## src/rtl/debounce_array.sv

```systemverilog
// debounce_array: per-channel synchroniser + counter debouncer with
// edge pulses, optional toggle mode and sticky write-1-to-clear event flags.
module debounce_array #(
    parameter int unsigned CHANNELS      = 16,
    parameter int unsigned SYNC_STAGES   = 2,
    parameter int unsigned STABLE_CYCLES = 500000,
    parameter int unsigned CNT_W         = 20
) (
    input  logic                clock,
    input  logic                reset_n,
    input  logic [CHANNELS-1:0] raw,
    input  logic [CHANNELS-1:0] toggle_en,
    input  logic                toggle_clr,
    input  logic [CHANNELS-1:0] event_ack,
    output logic [CHANNELS-1:0] level,
    output logic [CHANNELS-1:0] rise,
    output logic [CHANNELS-1:0] fall,
    output logic [CHANNELS-1:0] toggle,
    output logic [CHANNELS-1:0] event_flags,
    output logic                event_any
);

    // Terminal count: the mismatch that finds cnt here is the committing one.
    localparam logic [CNT_W-1:0] CNT_LAST = CNT_W'(STABLE_CYCLES - 1);

    logic [CHANNELS-1:0] sync_pipe [SYNC_STAGES];
    logic [CHANNELS-1:0] sync;
    logic [CNT_W-1:0]    cnt [CHANNELS];
    logic [CHANNELS-1:0] mismatch;
    logic [CHANNELS-1:0] commit;
    logic [CHANNELS-1:0] rise_nxt;
    logic [CHANNELS-1:0] fall_nxt;

    assign sync = sync_pipe[SYNC_STAGES-1];

    // Multi-stage synchroniser for all raw inputs.
    always_ff @(posedge clock or negedge reset_n) begin
        if (!reset_n) begin
            for (int unsigned s = 0; s < SYNC_STAGES; s++) begin
                sync_pipe[s] <= '0;
            end
        end else begin
            sync_pipe[0] <= raw;
            for (int unsigned s = 1; s < SYNC_STAGES; s++) begin
                sync_pipe[s] <= sync_pipe[s-1];
            end
        end
    end

    // Detect channels whose mismatch has lasted long enough to commit.
    always_comb begin
        mismatch = sync ^ level;
        commit   = '0;
        for (int unsigned i = 0; i < CHANNELS; i++) begin
            commit[i] = mismatch[i] && (cnt[i] == CNT_LAST);
        end
        rise_nxt = commit & sync;
        fall_nxt = commit & ~sync;
    end

    // Per-channel stability counters; restart on agreement or on commit.
    always_ff @(posedge clock or negedge reset_n) begin
        if (!reset_n) begin
            for (int unsigned i = 0; i < CHANNELS; i++) begin
                cnt[i] <= '0;
            end
        end else begin
            for (int unsigned i = 0; i < CHANNELS; i++) begin
                if (!mismatch[i] || commit[i]) begin
                    cnt[i] <= '0;
                end else begin
                    cnt[i] <= cnt[i] + 1'b1;
                end
            end
        end
    end

    // Debounced level and single-cycle edge pulses.
    always_ff @(posedge clock or negedge reset_n) begin
        if (!reset_n) begin
            level <= '0;
            rise  <= '0;
            fall  <= '0;
        end else begin
            level <= level ^ commit;
            rise  <= rise_nxt;
            fall  <= fall_nxt;
        end
    end

    // Toggle state flips on enabled rises; a clear overrides a same-cycle rise.
    always_ff @(posedge clock or negedge reset_n) begin
        if (!reset_n) begin
            toggle <= '0;
        end else if (toggle_clr) begin
            toggle <= '0;
        end else begin
            toggle <= toggle ^ (rise_nxt & toggle_en);
        end
    end

    // Sticky event flags; a commit in the same cycle as an ack keeps the flag.
    always_ff @(posedge clock or negedge reset_n) begin
        if (!reset_n) begin
            event_flags <= '0;
            event_any   <= 1'b0;
        end else begin
            event_flags <= (event_flags & ~event_ack) | commit;
            event_any   <= |event_flags;
        end
    end

endmodule

```

## config.mk

```make
export PLATFORM = sky130hd
export DESIGN_NAME = debounce_array
export DESIGN_NICKNAME = d
export VERILOG_FILES = /design/src/rtl/debounce_array.sv
export SDC_FILE = /design/constraint.sdc
export NUM_CORES = 1
export LEC_CHECK = 0
export ABC_AREA = 1
export CAP_MARGIN = 20
export CORE_MARGIN = 10
export CORE_UTILIZATION = 25
export DETAILED_ROUTE_END_ITERATION = 12
export GPL_TIMING_DRIVEN = 0
export PLACE_DENSITY_LB_ADDON = 0.1
export SYNTH_ARGS = -nofsm -noshare
export SYNTH_HDL_FRONTEND = slang
export SYNTH_SLANG_ARGS = --single-unit
```

## constraint.sdc

```tcl
create_clock -name clock -period 1.97 [get_ports clock]
set_input_delay 0.2955 -clock clock [delete_from_list [all_inputs] [get_ports clock]]
set_output_delay 0.2955 -clock clock [all_outputs]
set_load 0.03 [all_outputs]
```

==> impl_results.md, run 1 <==
* Run status: finished clean
* Worst-path clk slew at around 0.060 ns
* Wire per inst at about 14 um
* YS warnings at 0
* Maximum fanout along the worst path at 1
* Layout cells sized above 1 at ~8.4%
* Cell count after synthesis at between 2,000 and 3,000
* EDFF count, synth at 0
* Remaining routing DRC violations at 0
* CP endpoint kind: output port
* Post-synthesis mux area share at 0%
* DR vias/cell at ~4.3
* Initial core utilization at 25.2%
* XOR/XNOR Fraction of Synth Area at around 6.0%
* Max incr delay on CP at 0.67 ns
* Worst Path Required at about 1.7 ns
* CP max stage cell: clkdlybuf4s50_1
* Most common cell after layout, fill and taps aside: nor2_1
* CTS Sinks at about 430
* Routed WL at between 50 and 60 mm
* Root Driver: clkbuf_16
* Distinct cells, synth at 36
* Post-synthesis async set-or-reset flop share at 100%
* Final setup viols at 0
* Die footprint at 0.0999 mm2
* Core Area at 0.0869 mm2
* Drt first pass iters at 5
* Vias in the first global route at around 18,000
* PwrDens at between 700 and 800 mW/mm2
* Clock latency on the worst-skew pair at 0.61 ns
* Avg Cell Area, Syn at between 8 and 9 um2
* Largest family of logic cells by synthesized area: simple AND/OR/NAND/NOR gates
* Min-Delay Path Depth at 1
* Sequential share of the synthesized area at about half
* Core Rows at 108
* Inserted Clock Buffers at 56
* DRT antenna net count at 0
* RSZ-0062 raised after global routing: no
* Simple-Gate Fraction of Synth Area at between 30 and 40%
* Pleak at about 11 nW
* Initial antenna violation count at 3
* CP Depth at 1
* Max Cap Violations at 0
* Pin count of the biggest net entering global routing at 87
* Hold Path Class: primary input to flip-flop
* Number of H-tree levels at 2
* Maximum buffer depth of the clock tree at 3
* Tot GR Track Use at between 10% and 20%
* Setup_tns at 0 ns
* Fin crit period at ~1.9 ns
* Critical path cell sequence: clkdlybuf4s50_1
* # IOs at 132
* Top delay family on crit path: buffers and inverters
* Post-synthesis cell area at roughly 0.022 mm2
* P&R area growth vs syn at 21.2%
* Worst path bufs/invs at 1
* IO buf count at ~130
* Die Y at roughly 320 um
* Reg2reg path depth at 7
* Max Fclk at roughly 530 MHz
* Final Non-Filler Cells at approximately 4,100
* Overflow after GRT at 0
* Worst EP arrival at 1.61 ns
* First DRT Iteration DRCs at between 800 and 900
* Hold Vio Cnt, Final at 0
* Placer Congestion at ~0.83
* First-pass GRT wire length at ~94 mm
* Fin nets at 3,002
* Worst Max-Slew Pin Slew at 0.598 ns
* Placed Cells at slightly above 4,000
* Peak supply drop at approximately 500 uV
* Final Skew at approximately 0.015 ns
* #FFs+latches synth at 433
* Post-synth net total at 2,803
* Compound-Gate Fraction of Synth Area at 3.34%
* Worst Setup Start Kind: flip-flop
* Rel. slew slack at around 60%
* WS Path Type: flip-flop to output port
* Chip Width at 316 um
* Dominant synthesized flop cell: dfrtp_1
* Most frequent cells in the layout: 635 x nor2_1, 527 x nand2_1, 429 x dfrtp_1, 324 x inv_1, 128 x nor3_1
* Post-route clock period utilization at between 90% and 100%
* Slew Viols, Final at 0
* Adder-Cell Fraction of Synth Area at less than 1%
* Post-Route Utilization at 30.6%
* CTS tree: yes
* Post-DP HPWL at just over 40 mm
* Via count at 17,646
synth_stat cells (3+ instances only):
master    instances  area [um2]
a21oi_1          65         325
a31oi_1          11        68.8
buf_2             6        30.0
buf_6            15         169
clkinv_2          3        15.0
dfrtp_1         433       10800
ha_1             16         200
inv_1           324        1220
inv_2            17        63.8
nand2_1         527        1980
nand2_2          12        75.1
nand2_4           3        33.8
nand3_1         122         611
nand3_2          23         230
nand3b_1          3        22.5
nand4_1          76         475
nor2_1          635        2380
nor2_2           24         150
nor2_4           29         327
nor3_1          130         651
nor3_2           13         130
nor3b_1          22         165
nor4_1            6        37.5
o21ai_0          40         200
o21bai_1          3        22.5
o22ai_1          14        87.6
or2_2             4        25.0
xnor2_1          34         298
xor2_1          116        1020
what timing repair did:
| action | in CTS | in global routing |
|---|---|---|
| endpoints found under the setup margin | 65 | 118 |
| cloned | 0 | 1 |
| pin swaps | 0 | 2 |
| resized for setup | 74 | 9 |
| endpoints found under the hold margin | 49 | 0 |
| setup buffers | 0 | 2 |
| hold buffers | 1 | 0 |
cells by family after synthesis:
group,count (synthesis)
flip-flops,433
AO/OA/AOI/OAI,137
buffers and inverters,368
adder cells (fa/ha/maj),16
AND/OR/NAND/NOR,1632
XOR/XNOR,150
path summary, 6_finish.rpt:
| path | slack, ns | to | start |
|---|---|---|---|
| max | 0.07 | rise[4] | rise[4] |
| min | 0.13 | sync_pipe[27] | raw[11] |
| max reg2reg | 0.15 | fall[7] | cnt[160] |
| min reg2reg | 0.34 | sync[9] | sync_pipe[25] |
| max in group asynchronous | 0.30 | cnt[151] | reset_n |
| min in group asynchronous | 0.19 | rise[14] | reset_n |
cell type report:
type                       count  area [um2]
inverter                     346        1310
multi-input combinational   1935        9600
sequential                   433       10800
timing repair buffer         141        1440
clock buffer                  92        1650
fill                        9229       60300
antenna                        1        2.50
clock inverter                 8        75.1
buffer                        22         209
tap                         1155        1450
registers in the layout (all words and copies together) (netlist names), named ones only:
register	count
cnt	320
event_any	1
event_flags	16
fall	16
rise	16
sync	16
sync_pipe	16
toggle	16
through the flow:
step,worst slack (ns),power (mW),instance area [um2],hold slack [ns]
finish,0.0670,19.7,26600,0.130
global route,0.00279,20.6,26600,0.0915
CTS,0.000269,20.2,26500,0.0765
detailed placement,-0.405,10.1,24800,0.254
global placement,-20.71,10.0,24700,0.332
floorplan,0.443,9.58,21900,-0.0000911
power by group:
part           total, mW  leakage, nW  switching (mW)  internal [mW]
Clock               9.80        0.837            4.03           5.78
Combinational      0.760         4.38           0.484          0.276
Sequential          9.12         5.93           0.105           9.01
layer usage:
metal  share of wire [%]  GRT usage, %  up-vias
met3                 5.2          2.83       88
met4                 2.5          3.29        0
met1                  46          14.5     8284
met5                   0             0        -
met2                  46          18.7      222
li1                    -             -     9052
Power figures use the tool's default switching activity.
==> run 2: changes to the inputs <==
--- a/config.mk
+++ b/config.mk
@@ -5,7 +5,6 @@
 export SDC_FILE = /design/constraint.sdc
 export NUM_CORES = 1
 export LEC_CHECK = 0
-export ABC_AREA = 1
 export CAP_MARGIN = 20
 export CORE_MARGIN = 10
 export CORE_UTILIZATION = 25
==> constraint.sdc (replaced) <==
create_clock -name clock -period 1.7 [get_ports clock]
set_input_delay 0.255 -clock clock [delete_from_list [all_inputs] [get_ports clock]]
set_output_delay 0.255 -clock clock [all_outputs]
set_load 0.03 [all_outputs]
==> run 2 against run 1 <==
The run now ends with setup timing left. Core utilization increased by 6.7 points. Largest power group unchanged. Count of clock-buffer cells in the layout decreased by 9. Largest cell class is now multi-input gates. Non-clock buffer count increased by 289.
==> impl_results.md, run 2 <==
* Run status: complete, but fails checks
* Failing checks: setup timing
* Most flops, register: cnt
* Die Y at 303 um (-4.3%)
* YS warnings at 0 (unchanged)
* Fin nets at 2,508 (-16%)
* Rel. slew slack at 40.8% (-19 points)
* Max Cap Violations at 0 (unchanged)
* Fill count at 7,897 (-14%)
* Switch Pwr at 5.44 mW (+18%)
* Post-synthesis mux area share at 0.921% (+0.92 points)
* Tot GR Track Use at 11.8% (+0.50 points)
* Area leader, netlist: dfrtp_1
* Pleak at 11.3 nW (+1.2%)
* Die footprint at 0.0916 mm2 (-8.3%)
* Reg2reg path depth at 4 (-3)
* CTS tree: yes
* Initial core utilization at 25.2% (about the same)
* Final setup margin at -0.450 ns (-0.517 ns)
* Min-Delay Path Depth at 1 (unchanged)
* Remaining routing DRC violations at 0 (unchanged)
* Most numerous cell in the Yosys netlist: dfrtp_1
* Most frequent cells in the layout: 344 x dfrtp_1, 226 x buf_4, 136 x xnor2_1, 133 x nor2_1, 97 x nand4_1
* Adder-Cell Fraction of Synth Area at 1.00% (+0.089 points)
* First-pass GRT wire length at 90.3 mm (-3.7%)
* IO buf count at 130 (-0.76%)
* Clock latency on the worst-skew pair at 0.61 ns (about the same)
* Chip Width at 303 um (-4.3%)
* Final Skew at 0.0234 ns (+0.00806 ns)
* Sequential share of the synthesized area at 54.2% (+4.8 points)
* Overflow after GRT at 0 (unchanged)
* RSZ-0062 raised after global routing: yes
* Peak supply drop at 722 uV (+41%)
* Max reg flops at 320 (unchanged)
* Area contributors post-synth: dfrtp_1 54%, xnor2_1 6.4%, nor2_1 4.8%
* XOR/XNOR Fraction of Synth Area at 9.73% (+3.7 points)
* Post-synthesis async set-or-reset flop share at 100% (unchanged)
* Worst Setup Start Kind: flip-flop
* Fin crit period at around 2.1 ns
* Core Rows at 103 (-4.6%)
* Dominant synthesized flop cell: dfrtp_1
* Setup_tns at -31.66 ns (-31.66 ns)
* Logic pwr share at 5.5% (+1.6 points)
* Post-DP HPWL at 34.3 mm (-17%)
* Net switching fraction of the power at 23.6% (+0.12 points)
* Distinct cells, synth at 44 (+22%)
* P&R area growth vs syn at 47.6%
* Hold Path Class: primary input to flip-flop
* Max Fclk at approximately 470 MHz
* Core Area at 0.0791 mm2 (-8.9%)
* Post-synth net total at 2,029 (-28%)
* Placer Congestion at 0.773 (-7.3%)
* Simple-Gate Fraction of Synth Area at 25.7% (-7.7 points)
* Slew Viols, Final at 0 (unchanged)
* Compound-Gate Fraction of Synth Area at 6.43% (+3.1 points)
* Worst Path Required at 2.20 ns (+0.53 ns)
* Post-synthesis cell area at 0.0200 mm2 (-8.9%)
* CP endpoint kind: flip-flop
* Worst-path clk slew at 0.05 ns (about the same)
* EDFF count, synth at 0 (unchanged)
* Pin count of the biggest net entering global routing at 109 (+25%)
* PwrDens at 783 mW/mm2 (+5.7%)
* Routed WL at 57.0 mm (+0.50%)
* Setup crit start: cnt[67]
* DR vias/cell at 4.71 (+10%)
* Worst Max-Slew Pin Slew at 0.887 ns (+0.289 ns)
* P_int at 17.6 mW (+17%)
* Post-route clock period utilization at 126%
* Avg Cell Area, Syn at 10.2 um2 (+27%)
* Root Driver: clkbuf_16
* Number of H-tree levels at 2 (unchanged)
* Final setup viols at 206 (+206)
* Diodes inserted at 0 (-1)
* Hold Vio Cnt, Final at 0 (unchanged)
* Layout cells sized above 1 at 39.8% (+31 points)
* Place WS at -0.776 ns (-0.372 ns)
* Maximum fanout along the worst path at 4 (+3)
* Inserted Clock Buffers at 56 (unchanged)
* CTS Sinks at 433 (unchanged)
* # IOs at 132 (unchanged)
* #FFs+latches synth at 433 (unchanged)
* Wire per inst at 16.1 um (+18%)
* Via count at 16,619 (-5.8%)
* First DRT Iteration DRCs at 588 (-34%)
* Largest family of logic cells by synthesized area: simple AND/OR/NAND/NOR gates
* Hold_sp: raw[6]
* Area share of the largest cell type after synthesis at 54.2% (+4.8 points)
* DRT antenna net count at 0 (unchanged)
* Initial antenna violation count at 3 (unchanged)
* Drt first pass iters at 5 (unchanged)
* Top cells by count, synth: 433 x dfrtp_1, 257 x nor2_1, 146 x xnor2_1
* Worst EP arrival at 2.65 ns (+1.04 ns)
* Vias in the first global route at 16,831 (-6.7%)
* WS Path Type: flip-flop to flip-flop
* Sequential Power Share at 46.0% (-0.3 points)
* Clock share of power at 48.5% (-1.3 points)
* Worst reg2reg setup slack at -0.45 ns (-0.60 ns)
* Hold Path End: sync_pipe[22]
* Most common cell after layout, fill and taps aside: dfrtp_1
* Reg-to-reg startpoint: cnt[67]
* Cell count after synthesis at 1,962 (-28%)
* Maximum buffer depth of the clock tree at 3 (unchanged)
[run 2: changes by cell type in the layout (fill, tap and decap cells not counted), moves of 49 or more]
cell,previous run,this run
inv_1,324,72
nor2_2,24,73
nand2_1,527,89
nor2_1,635,133
buf_4,3,226
nor3_1,128,49
a21oi_2,0,66
dfrtp_1,429,344
xnor2_1,34,136
dfrtp_2,4,89
[run 2: worst max path at each step]
| stage | endpoint | slack (ns) | depth (start not counted) |
|---|---|---|---|
| global route | toggle[8] | -0.50 | 4 |
| CTS | flip-flop | -0.47 | 4 |
| floorplan | cnt[146] | -0.41 | 5 |
| finish | flip-flop | -0.45 | 4 |
| global placement | cnt[69] | -20.59 | 1 |
| detailed placement | cnt[156] | -0.78 | 5 |
[run 2: area by class of cell]
class / instances / area (um2) / area share, %
plain buffers: 22 / 253 / 0.857
clock buffers: 83 / 1640 / 5.58
clock inverters: 13 / 80.1 / 0.272
inverters: 72 / 270 / 0.916
multi-input cells: 1426 / 11100 / 37.6
flip-flops and latches: 433 / 10900 / 37.1
well taps: 1050 / 1310 / 4.46
repair buffers: 430 / 3900 / 13.2
[run 2: through the flow]
step | area (um2) | cells | utilization (%) | power [mW] | hold slack [ns]
2_1_floorplan | 20500 | 1962 | - | 11.1 | -0.0406
3_3_place_gp | 23100 | 3142 | 29.2 | 11.6 | 0.332
3_5_place_dp | 23200 | 3147 | 29.4 | 11.6 | 0.147
4_1_cts | 27300 | 3431 | 34.5 | 23.4 | 0.0232
5_1_grt | 29500 | 3529 | 37.3 | 24.2 | 0.0394
6_report | 29500 | 3529 | 37.3 | 23.1 | 0.0796
[run 2: cells by family after synthesis]
| kind of cell | after synthesis |
|---|---|
| AO/OA/AOI/OAI | 228 |
| XOR/XNOR | 222 |
| adder cells (fa/ha/maj) | 16 |
| buffers and inverters | 103 |
| flip-flops | 433 |
| multiplexers | 16 |
| AND/OR/NAND/NOR | 944 |
[run 2: power groups by stage]
stage	clock, mW	sequential (mW)	combinational, mW
floorplan	0	10.7	0.353
global placement	0	10.8	0.792
detailed placement	0	10.8	0.860
CTS	11.7	10.6	1.08
global route	12.2	10.6	1.41
finish	11.2	10.6	1.27
[run 2: metal layers]
| layer | vias up | GRT usage (%) | part of all wire [%] |
|---|---|---|---|
| met3 | 74 | 2.96 | 4.2 |
| met4 | 2 | 3.33 | 1.9 |
| met2 | 207 | 19.5 | 48 |
| li1 | 8017 | - | - |
| met5 | - | 0 | 0.023 |
| met1 | 8319 | 15.3 | 45 |
[run 2: critical path, cell delays in order, from the launching register on]
cell,delay [ns]
dfrtp_1,0.38
or4_1,0.53
or4_4,0.58
or2_4,0.28
mux2_2,0.27
[run 2: what timing repair did]
item | CTS | global route
setup buffers | 187 | 95
setup endpoints to repair | 446 | 372
pin swaps | 121 | 166
hold endpoints to repair | 219 | 0
hold buffers | 1 | 0
cloned | 8 | 8
gates resized for setup | 419 | 426
